`src/rtl/nes_bus_pkg.sv`:
```
// Shared definitions for the 2A03 system bus: DMA FSM states, register addresses
// and bus direction encodings.
package nes_bus_pkg;

  typedef enum logic [2:0] {
    StIdle,
    StHalt,
    StAlign,
    StRead,
    StWrite
  } dma_state_e;

  localparam logic [15:0] DefaultTriggerAddr = 16'h4014;
  localparam logic [15:0] DefaultOamDataAddr = 16'h2004;

  localparam logic RwRead  = 1'b1;
  localparam logic RwWrite = 1'b0;

endpackage

```
`src/rtl/bus_mux_2to1.sv`:
```
// CPU/DMA system bus selector; b_* wins whenever sel_i is high.
module bus_mux_2to1 (
  input  logic        sel_i,
  input  logic [15:0] a_addr_i,
  input  logic        a_rw_i,
  input  logic [7:0]  a_dout_i,
  input  logic [15:0] b_addr_i,
  input  logic        b_rw_i,
  input  logic [7:0]  b_dout_i,
  output logic [15:0] bus_addr_o,
  output logic        bus_rw_o,
  output logic [7:0]  bus_dout_o
);

  assign bus_addr_o = sel_i ? b_addr_i : a_addr_i;
  assign bus_rw_o   = sel_i ? b_rw_i   : a_rw_i;
  assign bus_dout_o = sel_i ? b_dout_i : a_dout_i;

endmodule

```
`src/rtl/oam_dma_controller.sv`:
```
// Sprite DMA: halts the CPU after a trigger write and copies one page to the OAM
// data port with alternating get/put cycles.
module oam_dma_controller
  import nes_bus_pkg::*;
#(
  parameter logic [15:0] TriggerAddr = DefaultTriggerAddr,
  parameter logic [15:0] OamDataAddr = DefaultOamDataAddr,
  parameter int unsigned BurstLen    = 256
) (
  input  logic        clock_i,
  input  logic        reset_i,
  input  logic [15:0] cpu_addr_i,
  input  logic        cpu_rw_i,
  input  logic [7:0]  cpu_dout_i,
  output logic        cpu_rdy_o,
  output logic [15:0] bus_addr_o,
  output logic        bus_rw_o,
  output logic [7:0]  bus_dout_o,
  input  logic [7:0]  bus_din_i,
  output logic        dma_active_o
);

  localparam logic [7:0] LastIdx = 8'(BurstLen - 1);

  dma_state_e  state_q, state_d;
  logic [7:0]  idx_q, idx_d;
  logic [7:0]  page_q, page_d;
  logic [7:0]  byte_buf_q, byte_buf_d;
  logic        phase_q;
  logic        cpu_rdy_q, cpu_rdy_d;
  logic        dma_active_q, dma_active_d;

  logic [15:0] dma_addr;
  logic        dma_rw;
  logic [7:0]  dma_dout;

  always_comb begin
    state_d    = state_q;
    idx_d      = idx_q;
    page_d     = page_q;
    byte_buf_d = byte_buf_q;
    dma_addr   = cpu_addr_i;
    dma_rw     = RwRead;
    dma_dout   = byte_buf_q;

    unique case (state_q)
      StIdle: begin
        if (cpu_rw_i == RwWrite && cpu_addr_i == TriggerAddr) begin
          page_d  = cpu_dout_i;
          idx_d   = '0;
          state_d = StHalt;
        end
      end
      StHalt: begin
        // The first CPU read after the trigger is the halt cycle; reads must land on get cycles.
        if (cpu_rw_i == RwRead) begin
          state_d = phase_q ? StRead : StAlign;
        end
      end
      StAlign: begin
        state_d = StRead;
      end
      StRead: begin
        dma_addr   = {page_q, idx_q};
        byte_buf_d = bus_din_i;
        state_d    = StWrite;
      end
      StWrite: begin
        dma_addr = OamDataAddr;
        dma_rw   = RwWrite;
        if (idx_q == LastIdx) begin
          state_d = StIdle;
        end else begin
          idx_d   = idx_q + 8'd1;
          state_d = StRead;
        end
      end
      default: state_d = StIdle;
    endcase

    cpu_rdy_d    = (state_d == StIdle);
    dma_active_d = (state_d == StAlign) || (state_d == StRead) || (state_d == StWrite);
  end

  always_ff @(posedge clock_i) begin
    if (reset_i) begin
      state_q      <= StIdle;
      idx_q        <= '0;
      page_q       <= '0;
      byte_buf_q   <= '0;
      phase_q      <= 1'b0;
      cpu_rdy_q    <= 1'b1;
      dma_active_q <= 1'b0;
    end else begin
      state_q      <= state_d;
      idx_q        <= idx_d;
      page_q       <= page_d;
      byte_buf_q   <= byte_buf_d;
      phase_q      <= ~phase_q;
      cpu_rdy_q    <= cpu_rdy_d;
      dma_active_q <= dma_active_d;
    end
  end

  assign cpu_rdy_o    = cpu_rdy_q;
  assign dma_active_o = dma_active_q;

  bus_mux_2to1 u_bus_mux (
    .sel_i      (dma_active_q),
    .a_addr_i   (cpu_addr_i),
    .a_rw_i     (cpu_rw_i),
    .a_dout_i   (cpu_dout_i),
    .b_addr_i   (dma_addr),
    .b_rw_i     (dma_rw),
    .b_dout_i   (dma_dout),
    .bus_addr_o (bus_addr_o),
    .bus_rw_o   (bus_rw_o),
    .bus_dout_o (bus_dout_o)
  );

endmodule

```
`config.mk`:
```
export PLATFORM = sky130hd
export DESIGN_NAME = oam_dma_controller
export DESIGN_NICKNAME = d
export VERILOG_FILES = /design/src/rtl/nes_bus_pkg.sv /design/src/rtl/bus_mux_2to1.sv /design/src/rtl/oam_dma_controller.sv
export SDC_FILE = /design/constraint.sdc
export NUM_CORES = 1
export LEC_CHECK = 0
export CAP_MARGIN = 20
export CELL_PAD_IN_SITES_DETAIL_PLACEMENT = 1
export CELL_PAD_IN_SITES_GLOBAL_PLACEMENT = 1
export CORE_MARGIN = 2
export CORE_UTILIZATION = 40
export CTS_CLUSTER_SIZE = 12
export DETAILED_ROUTE_END_ITERATION = 10
export DONT_BUFFER_PORTS = 1
export MAX_ROUTING_LAYER = met4
export PLACE_DENSITY_LB_ADDON = 0.12
export SETUP_SLACK_MARGIN = 0.15
export SYNTH_ARGS = -nofsm -noshare
export SYNTH_HDL_FRONTEND = slang
export SYNTH_SLANG_ARGS = --single-unit
```
`constraint.sdc`:
```
create_clock -name clock_i -period 1.5 [get_ports clock_i]
set_clock_uncertainty 0.1 [all_clocks]
set_input_delay 0.225 -clock clock_i [delete_from_list [all_inputs] [get_ports clock_i]]
set_output_delay 0.225 -clock clock_i [all_outputs]
set_load 0.01 [all_outputs]
```
Yosys cells after proc, flatten, opt, wreduce, memory -nomap -nowiden
Cells that the tools add are included.
Widths: inputs -> output; s select.

word-level totals
  input bits = 35
  word-level logic and storage cells = 42
  register bits = 30
  output and inout bits = 27

cells by class
  eq/ne operators = 11
  mux-type cells = 13
  $add $sub $neg = 1
  reduce and logical (&&, ||, !) cells = 8
  bitwise gates (word level) = 2

operator list
  kind                  number
  $pmux 16 s2           1
  $mux 8                3
  $eq 16x15->1 const B  1
  $mux 16               1
  $pmux 8 s2            1
  $pmux 3 s5            1
  $eq 3x2->1 const B    4
  $add 8x1->8 const B   1
  $eq 8x8->1 const B    1
  $eq 3x3->1 const B    2
  $logic_not 3->1       2
  $mux 3                2
  $ne 2x2->1 const B    2
  $eq 3x1->1 const B    1
  $mux 1                3
  $reduce_and 3->1      1
  $logic_or 1x1->1      2
  $mux 2                1
  $not 1->1             2
  $reduce_and 2->1      1
  $reduce_bool 2->1     1
  $logic_and 1x1->1     1

Logic depth before layout (Yosys ltp)
Gate-level depths: netlist of the first run.

  depth after elaboration = 7
  depth in mapped cells = 6
  gate-level depth less buffers = 5

Hierarchy
A second synthesis of the first run with hierarchy kept.

unflattened totals
  cells, all modules = 201
  area, all modules = 1905.6 sq um

modules (own cells, without submodules)
  module              area an instance (sq um)  cells an instance  instances
  oam_dma_controller  1497.7                    173                1
  bus_mux_2to1        407.9                     28                 1

Worst setup path before layout of the first run
No wires, ideal clock.

  kind = flip-flop to output port
  from = register state_q[1]
  to = output bus_addr_o[13]
  arrival = 1.311 ns
  cell stages (with the launch flop) = 7
  setup slack = -0.136 ns
  cell sequence = dfxtp_1 nand2_1 nor2_1 buf_4 o21ai_2 buf_2 a2bb2oi_1

between the ends
  word-level cells in the longest chain between the ends = 3

RTL lines
  element                                   RTL line                  source
  start: declaration                        oam_dma_controller.sv:25  dma_state_e state_q, state_d;
  start signal: assignment                  oam_dma_controller.sv:87  state_q <= StIdle;
  start signal: assignment                  oam_dma_controller.sv:95  state_q <= state_d;
  $eq 3x3->1 or $eq 3x2->1 (tied branches)  oam_dma_controller.sv:46  unique case (state_q)
  $pmux 16 s2 *                             oam_dma_controller.sv:46
  $mux 16 *                                 bus_mux_2to1.sv:15        assign bus_addr_o = sel_i ? b_addr_i : a_addr_i;
  end: declaration                          oam_dma_controller.sv:16  output logic [15:0] bus_addr_o,

Mark *: on every way between the ends. The rest lies on a longest branch, timed or not.

Worst setup path in the final report of the first run
  from = register state_q[1]
  to = output bus_addr_o[8]

Same word-level chain as after synthesis.

==> run metrics, run 1 <==
status=complete, but fails checks; failing checks=negative setup slack; number of global-route vias before repair=1849; Most Crowded Layer GR=met2; Reg2Reg Depth=8; vias=1742; Crit Path Max Fanout=14; flop2flop setup slack=-250 ps; normalized max-slew margin=0.291; clk_lat worst skew=290 ps; met1 Resource Use GR=0.345; Initial Util=0.411; post-synthesis cell type count=41; gr ovfl total=0; vias per cell=5.95; RSZ-0062 raised after global routing=yes; hold_ws=6.74 ps; port bufs=0; Setup WS post-layout=-301 ps; overall power=1.99 mW; most instantiated cells after synthesis=dfxtp_1 (30), nand2_1 (21), nand2b_1 (20), a22o_1 (14), a21oi_1 (12); core box area=0.00397 sq mm; Setup Viol. Count Final=50; CP startpoint kind=register; initial antenna violation count=0; post-synth top area share=0.368; clock buffer depth=2; CTS root buf=clkbuf_8; largest net degree at the start of global routing=22; first-pass GRT wire length=9.78 mm; DR iter-0 viols=80; CTS Buf Count=5; row cnt=23; Final ANT Viol Nets=0; htree depth=2; part of the power in combinational logic=0.076; top-count cell post-synth=dfxtp_1; Cell Pwr Density=706 mW/mm^2; FF-to-FF End=page_q[1]$_SDFFE_PP0P_; Routability Congestion=0.811; Storage cell area=617 sq um; HP Start=cpu_dout_i[3]; Post-synth EDFFs=0; Die Y-Extent=67.9 um; DP HPWL=3.58 mm; CP required=1170 ps; antenna cells=0; Synth area leader=dfxtp_1; Hold Crit Depth=2; minimum clock period=1800 ps; CP max stage delay=390 ps; met2 Resource Use GR=0.543; fill count=393; max frequency=555 MHz; syn_area_per_cell=8.87 sq um; Tcrit/Tclk final=1.20; syn_nets=220; type of the worst min-delay path=primary input to register; Sink Count=30; CP max-delay cell=dfxtp_4; NetSw=0.406 mW; Post-Syn Instances=184; sequential area share after synthesis=0.368; power share of the clock group=0.527; Die Area=0.00461 sq mm; Max Cap Violations=0; CP endpoint kind=output pin; share of cells above drive strength 1=0.502; Post-Syn Area=0.00163 sq mm; DRT Pass-1 Iters=4; Switching Share=0.204; drt drc=0; clock-pin slew on the worst setup and hold paths=70 ps; nets=278; met3 GRT Util=0.0576; DRT Wirelength=7.74 mm; Seq cells post-synth=30; ranking of synthesized cells by area=dfxtp_1 (37%), nand2b_1 (7.7%), a22o_1 (7.5%); gr usage total=0.306; CP Cell Sequence=nand2_4 > nor2_4 > buf_12 > o21ai_4 > buf_12 > a22o_4; Post-synth ARST share=0; Worst EP arrival=1480 ps; VDD IR max=0.567 mV; CP dominant cell by count=buf_12; CTS tree=yes; multi-input logic area=0.00131 sq mm; Warnings, synthesis=0; worst slew pin tran=1060 ps; most used flip-flop cell after synthesis=dfxtp_1; final hold violation count=0; routed len/inst=26.4 um; worst hold endpoint=page_q[3]$_SDFFE_PP0P_; P_leak=1.13 nW; Area Overhead vs Synth=72.9%; Flop pwr share=0.397; Slew Limit Fails=0; Int Pwr=1.59 mW; Setup CP Type=register to output pin; IO Pins=62; R2R Path Start=state_q[0]$_SDFF_PP0_; Die W=67.9 um
routing by layer:
metal,vias to the layer above,routed length (um)
met2,63,4170
met4,0,178
met1,882,3100
li1,777,-
met3,20,294
met5,-,0
worst max-delay path: cells and delay by family (launching register included):
family	cells	cell delay (ps)
simple gates	2	200
flops	1	390
buf+inv	2	290
compound gates	2	310
repair_timing:
action                                  CTS  global route
resized for setup                        49            22
endpoints found under the hold margin    22             0
setup buffers                            16             9
endpoints found under the setup margin   45            55
cloned                                    3             0
pin swaps                                21            13
hold buffers                             11             0
power by group through the flow:
stage | sequential (mW) | combinational (mW) | clock, mW
floorplan | 0.817 | 0.0835 | 0
global placement | 0.817 | 0.0816 | 0
detailed placement | 0.817 | 0.0824 | 0
CTS | 0.791 | 0.134 | 1.04
global route | 0.792 | 0.157 | 1.09
finish | 0.792 | 0.151 | 1.05
final cells by class:
class	instances	area share
Clock buffer	6	0.0293
Inverter	3	0.00399
Multi-Input combinational cell	140	0.464
Sequential cell	30	0.219
Clock inverter	2	0.0213
Timing Repair Buffer	62	0.241
Tap cell	50	0.0222
cell usage in the layout, fill, tap and decap left out, types with 3 or more instances in the layout:
cell type and n:
nand2b_1 20, mux2i_1 9, buf_4 31, clkbuf_8 6, dfxtp_1 25, nor2_1 4
a22o_4 13, nor4_1 3, nor3_2 5, buf_12 7, dlygate4sd3_1 10, inv_1 3
buf_16 3, buf_6 10, a21oi_2 4, mux2_4 8, dfxtp_4 4, nor2_4 3
nand4_1 3, nand2_1 19, xor2_2 3, a21oi_1 8
per-stage QoR:
step / utilization / instance area [sq um] / setup WS, ps / setup TNS, ps / instances
finish: 0.711 / 2820 / -301 / -8820 / 293
global route: 0.711 / 2820 / -338 / -10420 / 293
CTS: 0.658 / 2610 / -254 / -6180 / 284
detailed placement: 0.479 / 1900 / -239 / -3540 / 246
global placement: 0.479 / 1900 / -154 / -2210 / 246
floorplan: - / 1690 / -33.2 / -289 / 184
how the worst max path moves through the flow:
stage | startpoint | end | slack [ps]
2_1_floorplan | state_q[2]$_SDFF_PP0_ | bus_addr_o[10] | -30
3_3_place_gp | state_q[2]$_SDFF_PP0_ | bus_addr_o[14] | -150
3_5_place_dp | state_q[0]$_SDFF_PP0_ | bus_addr_o[8] | -240
4_1_cts | state_q[1]$_SDFF_PP0_ | bus_addr_o[8] | -250
5_1_grt | state_q[0]$_SDFF_PP0_ | page_q[1]$_SDFFE_PP0P_ | -340
6_report | state_q[1]$_SDFF_PP0_ | bus_addr_o[8] | -300
cell families after synthesis:
family | after synthesis | synth area share
AO/OA/AOI/OAI | 41 | 0.184
XOR/XNOR | 4 | 0.0215
adder cells (fa/ha/maj) | 1 | 0.00766
buffers and inverters | 14 | 0.0406
flip-flops | 30 | 0.368
multiplexers | 18 | 0.116
AND/OR/NAND/NOR | 76 | 0.262
state kept, by name, indices dropped and copies added, names as in the netlist:
name          cells
byte_buf_q        8
idx_q             8
page_q            8
state_q           3
cpu_rdy_o         1
dma_active_o      1
phase_q           1
Note: power is estimated with default switching activity, not from simulation.
==> run 2, diff against run 1 <==
Settings changed: CORE_ASPECT_RATIO set to 1.1, REMOVE_ABC_BUFFERS set to 1.
==> run 2 against run 1 <==
The run ends with negative hold slack, negative setup slack left; maximum frequency shrank 2.0%; cell count shrank 4.1%; non-clock buffer count shrank 14; critical path type unchanged; count of clock-buffer cells in the layout grew 2; setup slack lost 36 ps; critical path depth shrank 1; largest power group is now sequential cells; global-route usage shrank 4.3 points; critical endpoint is now bus_addr_o[4].
==> run metrics, run 2 (same netlist as run 1, synthesis figures left out) <==
status=complete, but fails checks; failing checks=negative hold slack, negative setup slack; Setup WS post-layout=-337 ps (-36.4 ps); row cnt=24 (+4.3%); CTS tree=yes; CTS root buf=clkbuf_8; Final ANT Viol Nets=0 (unchanged); minimum clock period=1840 ps (+36.4 ps); share of cells above drive strength 1=0.371 (-0.131); type of the worst min-delay path=primary input to register; nets=264 (-5.0%); gr usage total=0.263 (-0.0431); Switching Share=0.222 (+0.0178); max frequency=544 MHz (-2.0%); DP HPWL=3.61 mm (+0.71%); CTS Buf Count=5 (unchanged); commonest non-fill, non-tap cell in the layout=dfxtp_1; first-pass GRT wire length=8.93 mm (-8.7%); Area Overhead vs Synth=48.5%; initial antenna violation count=0 (unchanged); NetSw=0.379 mW (-6.6%); P_leak=0.966 nW (-14%); antenna cells=0 (unchanged); RSZ-0062 raised after global routing=yes; clk_lat worst skew=290 ps (about the same); Placement Cell Area=0.00190 sq mm (unchanged); Routability Congestion=0.826 (+1.8%); port bufs=0 (unchanged); non-filler instance count after layout=281 (-4.1%); Max Cap Violations=0 (unchanged); part of the power in combinational logic=0.076 (about the same); Top Registers=byte_buf_q x8, idx_q x8, page_q x8; drt drc=0 (unchanged); CP startpoint kind=register; DR iter-0 viols=63 (-21%); power share of the clock group=0.459 (-0.068); Setup Viol. Count Final=38 (-24%); largest net degree at the start of global routing=22 (unchanged); CP endpoint kind=output pin; Int Pwr=1.33 mW (-16%); Inst Count DP=256 (+4.1%); VDD IR max=0.585 mV (+3.3%); DRT Wirelength=5.86 mm (-24%); routed len/inst=20.9 um (-21%); Worst EP arrival=1510 ps (+30 ps); gr ovfl total=0 (unchanged); htree depth=2 (unchanged); Flop pwr share=0.465 (+0.068); CP required=1170 ps (about the same); Initial Util=0.415 (+0.00392); Die W=64.9 um (-4.4%); vias per cell=5.64 (-5.1%); Die Y-Extent=71.0 um (+4.6%); Sink Count=30 (unchanged); Crit Path Max Fanout=6 (-8); Finished Cell Area=0.00242 sq mm (-14%); core box area=0.00393 sq mm (-0.95%); final hold violation count=2 (+2); hold_ws=-1.38 ps (-8.12 ps); Cell Pwr Density=706 mW/mm^2 (about the same); Setup CP Type=register to output pin; clock-pin slew on the worst setup and hold paths=70 ps (about the same); worst slew pin tran=1030 ps (-37.3 ps); Post-Route Utilization=0.616 (-0.0944); IO Pins=62 (unchanged); number of global-route vias before repair=1815 (-1.8%); normalized max-slew margin=0.316 (+0.0248); DRT Pass-1 Iters=4 (unchanged); Tcrit/Tclk final=1.22 (+0.0243); Die Area=0.00461 sq mm (about the same); setup_tns=-7810 ps (+1020 ps); Slew Limit Fails=0 (unchanged); vias=1586 (-9.0%); clock buffer depth=2 (unchanged); commonest cells after routing, fill and taps aside=dfxtp_1 (26), buf_4 (23), nand2_1 (21)
==> run 2: changes by cell type in the layout (fill, tap and decap cells not counted), sizes merged <==
cell | before | now
dlygate4sd3 | 10 | 9
clkbuf | 6 | 8
bufinv | 2 | 0
buf | 51 | 38
==> run 2: through the flow <==
stage          hold WS, ps  power [mW]  worst slack, ps
6_report             -1.38        1.71             -337
5_1_grt              -3.98        1.77             -394
4_1_cts               2.24        1.71             -295
3_5_place_dp           199       0.903             -181
3_3_place_gp           198       0.901            -92.8
2_1_floorplan          192       0.888             -397
==> run 2: power groups by stage <==
stage	clock (mW)	sequential (mW)	combinational, mW
finish	0.785	0.796	0.131
floorplan	0	0.817	0.0714
CTS	0.784	0.795	0.126
detailed placement	0	0.817	0.0860
global placement	0	0.817	0.0843
global route	0.837	0.795	0.138
==> run 2: per-layer routing <==
metal / global-route usage / vias to the layer above / routed length (um) / part of all wire
li1: - / 745 / - / -
met1: 0.279 / 771 / 2220 / 0.38
met2: 0.485 / 57 / 3260 / 0.56
met3: 0.0636 / 13 / 264 / 0.045
met4: 0.0615 / 0 / 114 / 0.019
met5: - / - / 0 / 0
==> run 2: final cells by class <==
class / instances / area [sq um]
inverter: 3 / 11.3
timing repair buffer: 48 / 474
fill: 435 / 1510
multi-input combinational: 140 / 1150
tap: 52 / 65.1
sequential: 30 / 611
clock buffer: 8 / 110
==> run 2: worst max-delay path, stage by stage, from the launching register on <==
cell     delay (ps)
dfxtp_2         340
buf_6           120
nor3b_4         250
o21ai_4         130
buf_6           150
a22o_4          230
==> run 2: path summary, 6_finish.rpt <==
kind,start,cells after the start,endpoint,slack (ps)
worst min-delay path,bus_din_i[7],2,byte_buf_q[7]$_SDFFE_PP0N_,-1
worst max-delay path,state_q[0]$_SDFF_PP0_,5,bus_addr_o[4],-340
worst min register to register,phase_q$_SDFF_PP0_,1,phase_q$_SDFF_PP0_,320
worst max register to register,state_q[0]$_SDFF_PP0_,8,idx_q[2]$_SDFFE_PP0P_,-260
==> run 2: timing repair <==
item	4_1_cts	5_1_grt
resized for setup	44	16
pin swaps	9	9
endpoints found under the setup margin	45	55
hold buffers	10	0
cloned	0	0
endpoints found under the hold margin	22	0
buffers inserted	5	2
==> run 3, diff against run 2 <==
--- a/config.mk
+++ b/config.mk
@@ -16,3 +16,2 @@
 export DONT_BUFFER_PORTS = 1
-export MAX_ROUTING_LAYER = met4
 export PLACE_DENSITY_LB_ADDON = 0.12
--- a/constraint.sdc
+++ b/constraint.sdc
@@ -4,2 +4,2 @@
 set_output_delay 0.225 -clock clock_i [all_outputs]
-set_load 0.01 [all_outputs]
+set_load 0.005 [all_outputs]
==> run 3 against run 2 <==
Setup slack better by 28 ps; utilization is 0.92 points lower; largest cell class unchanged; the flow finishes with violations (negative setup slack); sequential power is 0.5% lower.
==> run metrics, run 3 (same netlist as run 1, synthesis figures left out) <==
first-pass GRT wire length=9.34 mm (+4.6%); Final ANT Viol Nets=0 (unchanged); delay-heaviest family, CP=flip-flops; CTS Buf Count=5 (unchanged); nets=265 (+0.38%); CP max-delay cell=dfxtp_4; commonest cells after routing, fill and taps aside=dfxtp_1 (26), buf_4 (24), nand2_1 (20), nand2b_1 (20), a22o_1 (14); Worst EP arrival=1480 ps (-30 ps); worst slew pin tran=889 ps (-137 ps); routed wl met3=281 um (+6.4%); normalized max-slew margin=0.407 (+0.0913); VDD IR max=0.535 mV (-8.6%); row cnt=24 (unchanged); Tcrit/Tclk final=1.21 (-0.0186); status=complete, but fails checks; CP startpoint kind=register; FF-to-FF End=page_q[6]$_SDFFE_PP0P_; CTS root buf=clkbuf_8; port bufs=0 (unchanged); Setup WS post-layout=-309 ps (+27.9 ps); Sink Count=30 (unchanged); vias per cell=5.84 (+3.5%); flop2flop setup slack=-250 ps (about the same); CP required=1170 ps (about the same); clock-pin slew on the worst setup and hold paths=70 ps (about the same); core box area=0.00393 sq mm (unchanged); CTS tree=yes; type of the worst min-delay path=primary input to register; failing checks=negative setup slack; antenna cells=0 (unchanged); vias=1648 (+3.9%); worst hold endpoint=page_q[0]$_SDFFE_PP0P_; Met2 Routed Length=3.47 mm (+6.5%); RSZ-0062 raised after global routing=yes; IO Pins=62 (unchanged); Top Registers=byte_buf_q x8, idx_q x8, page_q x8; Area Overhead vs Synth=46.3%; setup_tns=-8780 ps (-974 ps); max frequency=553 MHz (+1.5%); minimum clock period=1810 ps (-27.9 ps); Die Area=0.00461 sq mm (unchanged); max layer used=met4; CP max stage delay=360 ps (+20 ps); non-filler instance count after layout=282 (+0.36%); Initial Util=0.415 (unchanged); CP dominant cell by count=buf_6; htree depth=2 (unchanged); Slew Limit Fails=0 (unchanged); R2R Path Start=state_q[2]$_SDFF_PP0_; Setup Viol. Count Final=45 (+18%); clk_lat worst skew=290 ps (about the same); gr ovfl total=0 (unchanged); DR iter-0 viols=80 (+27%); gr usage total=0.268 (+0.00570); met1 wire length=2.37 mm (+6.5%); DRT Wirelength=6.31 mm (+7.6%); Max Cap Violations=0 (unchanged); commonest non-fill, non-tap cell in the layout=dfxtp_1; Cell Pwr Density=672 mW/mm^2 (-4.7%); Buf/Inv on CP=2 (unchanged); final hold violation count=0 (-2); initial antenna violation count=0 (unchanged); DRT Pass-1 Iters=4 (unchanged); clock buffer depth=2 (unchanged); Hold Crit Depth=2 (unchanged); share of cells above drive strength 1=0.326 (-0.0451); Crit Path Max Fanout=8 (+2); number of global-route vias before repair=1816 (+0.055%); Inst Count DP=247 (-3.5%); routed len/inst=22.4 um (+7.2%); Setup CP Type=register to output pin; HP Start=cpu_dout_i[0]; Die W=64.9 um (unchanged); CP Cell Sequence=buf_6 > nor3b_4 > buf_6 > o21ai_4 > a22o_1; Die Y-Extent=71.0 um (unchanged); Reg2Reg Depth=6 (-2); P_leak=0.943 nW (-2.4%); hold_ws=7.49 ps (+8.87 ps); drt drc=0 (unchanged); CP endpoint kind=output pin; DP HPWL=3.57 mm (-1.1%); Routability Congestion=0.813 (-1.5%); largest net degree at the start of global routing=22 (unchanged)
run 3: report_power, final:
group          internal, mW  switching [mW]  leakage, nW
Clock                 0.369           0.334       0.0472
Sequential            0.791         0.00112        0.245
Combinational        0.0687          0.0426        0.650
Total                  1.23           0.378        0.943
run 3: repair_timing:
action,in CTS,in global routing
pin swaps,7,8
endpoints found under the setup margin,45,55
cloned,2,1
gates resized for setup,30,17
setup buffers,10,2
hold buffers,12,0
hold endpoints to repair,23,0
run 3: final cells by class:
class                      instances  area, sq um
fill                             432         1550
multi-input combinational        141         1110
sequential                        30          616
timing repair buffer              48          493
clock buffer                       6         82.6
tap                               52         65.1
clock inverter                     2         12.5
inverter                           3         11.3
run 3: worst register-to-register path: stages, from the launching register on:
cell and delay [ps]:
dfxtp_4 370, buf_4 150, nor4_4 290, nand4_1 190
nor2_4 210, buf_12 160, mux2i_1 210
run 3: metrics by stage:
| stage | instance area [sq um] | power (mW) | worst slack, ps | util |
|---|---|---|---|---|
| 6_report | 2390 | 1.61 | -309 | 0.607 |
| 5_1_grt | 2390 | 1.65 | -372 | 0.607 |
| 4_1_cts | 2290 | 1.60 | -250 | 0.583 |
| 3_5_place_dp | 1830 | 0.882 | -179 | 0.466 |
| 3_3_place_gp | 1830 | 0.881 | -145 | 0.466 |
| 2_1_floorplan | 1580 | 0.874 | -363 | - |
run 3: per-layer routing:
metal  vias up  GRT usage
li1        750          -
met1       821      0.282
met2        60      0.507
met3        17     0.0700
met4         0     0.0946
met5         -          0
run 3: worst max path at each step:
stage | from | endpoint | slack (ps) | depth (start not counted)
2_1_floorplan | state_q[1]$_SDFF_PP0_ | bus_addr_o[0] | -360 | 4
3_3_place_gp | state_q[2]$_SDFF_PP0_ | bus_addr_o[14] | -140 | 3
3_5_place_dp | state_q[0]$_SDFF_PP0_ | bus_addr_o[10] | -180 | 4
4_1_cts | state_q[2]$_SDFF_PP0_ | bus_addr_o[14] | -250 | 4
5_1_grt | state_q[2]$_SDFF_PP0_ | page_q[6]$_SDFFE_PP0P_ | -370 | 6
6_report | state_q[1]$_SDFF_PP0_ | bus_addr_o[15] | -310 | 5
